### src/rtl/ent_scan_seq_pkg.sv
// Shared definitions for the entropy-source channel scanner and the top that owns the channel mux.
// Holds the scanner FSM encodings, the default channel count and the index width.
package ent_scan_seq_pkg;

    localparam int NUM_CH_DEFAULT = 13;
    localparam int IDX_W          = 4;

    typedef enum logic [1:0] {
        ST_IDLE   = 2'd0,
        ST_SETTLE = 2'd1,
        ST_SEND   = 2'd2,
        ST_DONE   = 2'd3
    } scan_state_e;

endpackage

### src/rtl/ent_scan_seq.sv
// Steps the mux select through channels 0..NUM_CH-1, waits SETTLE cycles, then captures and presents each byte.
// Latency: the first byte is valid SETTLE cycles after start; each channel costs SETTLE+1 cycles at full throughput.
// Backpressure: out_valid/out_data/out_idx/sel hold while out_ready is low; the scan resumes on the accepting edge.
module ent_scan_seq
    import ent_scan_seq_pkg::*;
#(
    parameter int NUM_CH = NUM_CH_DEFAULT,
    parameter int SETTLE = 1
) (
    input  logic       clk,
    input  logic       reset,
    input  logic       start,
    output logic [3:0] sel,
    input  logic [7:0] sal_in,
    output logic [7:0] out_data,
    output logic [3:0] out_idx,
    output logic       out_valid,
    input  logic       out_ready,
    output logic       busy,
    output logic       done
);

    localparam int                CNT_W    = (SETTLE > 1) ? $clog2(SETTLE) : 1;
    localparam logic [CNT_W-1:0]  LAST_CNT = CNT_W'(SETTLE - 1);
    localparam logic [IDX_W-1:0]  LAST_IDX = IDX_W'(NUM_CH - 1);

    scan_state_e      state_q, state_d;
    logic [IDX_W-1:0] idx_q, idx_d;
    logic [CNT_W-1:0] cnt_q, cnt_d;
    logic [7:0]       out_data_q, out_data_d;
    logic [IDX_W-1:0] out_idx_q, out_idx_d;
    logic             out_valid_q, out_valid_d;
    logic             busy_q, busy_d;
    logic             done_q, done_d;

    always_comb begin
        state_d     = state_q;
        idx_d       = idx_q;
        cnt_d       = cnt_q;
        out_data_d  = out_data_q;
        out_idx_d   = out_idx_q;
        out_valid_d = out_valid_q;
        busy_d      = busy_q;
        done_d      = 1'b0;

        case (state_q)
            ST_IDLE: begin
                idx_d       = '0;
                out_valid_d = 1'b0;
                busy_d      = 1'b0;
                if (start) begin
                    cnt_d   = '0;
                    busy_d  = 1'b1;
                    state_d = ST_SETTLE;
                end
            end
            ST_SETTLE: begin
                // Sample on the SETTLE-th edge after sel last moved.
                if (cnt_q == LAST_CNT) begin
                    out_data_d  = sal_in;
                    out_idx_d   = idx_q;
                    out_valid_d = 1'b1;
                    state_d     = ST_SEND;
                end else begin
                    cnt_d = cnt_q + 1'b1;
                end
            end
            ST_SEND: begin
                if (out_ready) begin
                    out_valid_d = 1'b0;
                    if (idx_q == LAST_IDX) begin
                        busy_d  = 1'b0;
                        done_d  = 1'b1;
                        state_d = ST_DONE;
                    end else begin
                        idx_d   = idx_q + 1'b1;
                        cnt_d   = '0;
                        state_d = ST_SETTLE;
                    end
                end
            end
            ST_DONE: begin
                idx_d   = '0;
                state_d = ST_IDLE;
            end
            default: begin
                state_d = ST_IDLE;
            end
        endcase
    end

    always_ff @(posedge clk) begin
        if (reset) begin
            state_q     <= ST_IDLE;
            idx_q       <= '0;
            cnt_q       <= '0;
            out_data_q  <= '0;
            out_idx_q   <= '0;
            out_valid_q <= 1'b0;
            busy_q      <= 1'b0;
            done_q      <= 1'b0;
        end else begin
            state_q     <= state_d;
            idx_q       <= idx_d;
            cnt_q       <= cnt_d;
            out_data_q  <= out_data_d;
            out_idx_q   <= out_idx_d;
            out_valid_q <= out_valid_d;
            busy_q      <= busy_d;
            done_q      <= done_d;
        end
    end

    // sel is the registered channel index itself, so it only moves on a transfer edge.
    assign sel       = idx_q;
    assign out_data  = out_data_q;
    assign out_idx   = out_idx_q;
    assign out_valid = out_valid_q;
    assign busy      = busy_q;
    assign done      = done_q;

endmodule
### config.mk
export PLATFORM = sky130hd
export DESIGN_NAME = ent_scan_seq
export DESIGN_NICKNAME = d
export VERILOG_FILES = /design/src/rtl/ent_scan_seq_pkg.sv /design/src/rtl/ent_scan_seq.sv
export SDC_FILE = /design/constraint.sdc
export NUM_CORES = 1
export LEC_CHECK = 0
export ABC_AREA = 1
export CAP_MARGIN = 20
export CORE_UTILIZATION = 30
export DETAILED_ROUTE_END_ITERATION = 8
export DONT_BUFFER_PORTS = 1
export PLACE_DENSITY = 0.51
export SKIP_CTS_REPAIR_TIMING = 1
export SLEW_MARGIN = 15
export SYNTH_ARGS = -nofsm -noshare
export SYNTH_HDL_FRONTEND = slang
export SYNTH_SLANG_ARGS = --single-unit
### constraint.sdc
create_clock -name clk -period 1.23 [get_ports clk]
set_input_delay 0.123 -clock clk [delete_from_list [all_inputs] [get_ports clk]]
set_output_delay 0.123 -clock clk [all_outputs]
set_load 0.02 [all_outputs]
==> reports/qor.csv <==
metric,value,unit
Yosys top cell area share,0.422,
vias in the first global route,837,
switch share,0.464,
Placed Cells,192,
synth cell count leaders,"nor2_1, nand2_1, dfxtp_1, inv_1, o21ai_0",
area taken by multi-input logic gates,568,um^2
clock root cell,clkbuf_4,
Hold Path End,busy$_SDFFE_PP0P_,
"Slew Viols, Final",0,
clk slew on worst S/H paths,140,ps
peak supply drop,0.912,mV
Ports,31,
min setup slack post-route,29.6,ps
GPL Wtd Cong,0.781,
Yosys reg bits,21,
DR vias,939,
Power Density,2320,nW/um^2
CTS Buffer Depth,2,
Final nets,186,
reg2reg start,state_q[1]$_SDFFE_PP0P_,
final wirelength,2410,um
FP Rows,20,
Min-Delay Startpoint,start,
die area,3550,um^2
DR pass1 iterations,3,
nature of the critical path endpoint,flop,
"Avg Cell Area, Syn",7.38,um^2
Min Hold Slack,57.6,ps
Port-buffer cells,0,
area of the core,3100,um^2
fin crit share,0.976,
pin count of the biggest net entering global routing,21,
Crit Path Class,flop to flop,
asr flop ratio synth,0,
# H-tree levels,1,
hold depth,4,
die width,59.6,um
Comb pwr share,0.495,
Clock power frac,0.111,
placed instance area,1170,um^2
"Cell Count, Final, Fillers Out",209,
worst reg2reg path endpoint,sel[3]$_SDFFE_PP0P_,
Net Sw Power,1.52,mW
starting density of the core,0.321,
min-delay worst type,input port to flop,
total CTS buffers,3,
fin util,0.453,
share of cells above drive strength 1,0.273,
clk sinks,21,
"Seq/Total Area, Yosys",0.422,
Static Leak,0.631,nW
largest cells by area after synthesis,"dfxtp_1, ha_1, nor2_1",
Worst Skew,11.8,ps
post-synthesis cell type count,21,
final hold vios,0,
initial antenna violation count,0,
post-route setup TNS,0,ps
post-DP HPWL,1580,um
DRC errors left,0,
remaining antenna violation count after routing,0,
crit start category,flop,
Synth Warn #,0,
synthesis-to-layout area growth,41.2,%
Yosys top cell by area,dfxtp_1,
CP Max Fanout,5,
Flop pwr share,0.393,
final instance area,1410,um^2
chip height,59.6,um
Worst Path Arrival,1420,ps
Max-Slew Margin vs Limit,0.837,
Post-synth EDFFs,0,
worst skew pair latency,320,ps
sequential cell area,428,um^2
fillcell total,338,
FF-to-FF setup slack,30,ps
Tmin final,1200,ps
Syn Std Cell Area,996,um^2
gr usage total,0.133,
pre-CTS WS,-94.5,ps
"Net Count, Synth",155,
Tot Pwr,3.27,mW
max frequency,833,MHz
RSZ-0062 raised after global routing,true,
worst-margin pin slew,244,ps
Internal,1.75,mW
status,"finished, final reports clean",
"Top FF cell, synth",dfxtp_1,
Worst Path Required,1450,ps
total grt overflow,0,
diodes inserted,0,
CTS tree,done,
final setup fails,0,
CP startpoint,state_q[1]$_SDFFE_PP0P_,
Maximum Capacitance Violations,0,
WL/cell,11.5,um
Worst R2R Path Depth,8,
first-pass GRT wire length,3470,um
via/cell ratio,4.49,
Post-Syn Instances,135,
top-count cell post-synth,nor2_1,
Initial DRC Count,15,
## cell type report
class / instances / share of cell area
clock inverters: 1 / 0.00534
flip-flops and latches: 21 / 0.304
multi-input cells: 93 / 0.404
inverters: 18 / 0.0578
repair buffers: 28 / 0.170
clock buffers: 3 / 0.0160
well taps: 44 / 0.0391
repair inverters: 1 / 0.00356
## power by group through the flow
stage / Sequential [mW] / Clock [mW] / Combinational [mW]
floorplan: 1.32 / 0 / 0.872
global placement: 1.26 / 0 / 1.35
detailed placement: 1.27 / 0 / 1.37
CTS: 1.25 / 0.384 / 1.38
global route: 1.31 / 0.400 / 1.83
finish: 1.28 / 0.364 / 1.62
## layer usage
layer  up-vias  global-route usage  share of wire
met1       430               0.161           0.45
met3         2              0.0262          0.040
li1        488                   -              -
met2        19               0.223           0.50
met5         -                   0              0
met4         0              0.0698         0.0079
## kinds of logic (layout without fill, tap and decap cells)
family | count (synthesis) | after routing | share of synthesized area
buf+inv | 21 | 51 | 0.0879
compound gates | 22 | 22 | 0.114
simple gates | 63 | 63 | 0.275
flops | 21 | 21 | 0.422
fa+ha+maj | 8 | 8 | 0.101
## cell usage in the layout, fill, tap and decap left out, drive strengths merged
cell and n:
nor2 27, nand2 24, dfxtp 21, buf 18
inv 17, o21ai 16, dlygate4sd3 10, ha 8
a21oi 6, nand3 6, nand4 3, clkbuf 3
clkinvlp 3, nor3 2, nor4 1
## registers in the layout, indices dropped and copies added, names as in the netlist
name,flops
busy,1
done,1
out_data,8
out_idx,4
out_valid,1
sel,4
state_q,2
## how the worst max path moves through the flow
stage / endpoint / slack [ps] / cells after the start
global placement: sel[1]$_SDFFE_PP0P_ / -50 / 9
finish: sel[3]$_SDFFE_PP0P_ / 30 / 8
floorplan: sel[0]$_SDFFE_PP0P_ / 5 / 8
detailed placement: out_data[0]$_SDFFE_PP0P_ / -90 / 5
global route: sel[1]$_SDFFE_PP0P_ / -70 / 8
CTS: out_data[0]$_SDFFE_PP0P_ / -130 / 5
## worst max-delay path: stages (launching register included)
cell	delay [ps]
dfxtp_4	420
inv_6	50
ha_4	220
nand2_4	60
nand2_4	50
nor2_4	140
nand2_1	80
inv_1	60
nor2_1	30
Note: power is estimated with default switching activity, not from simulation.
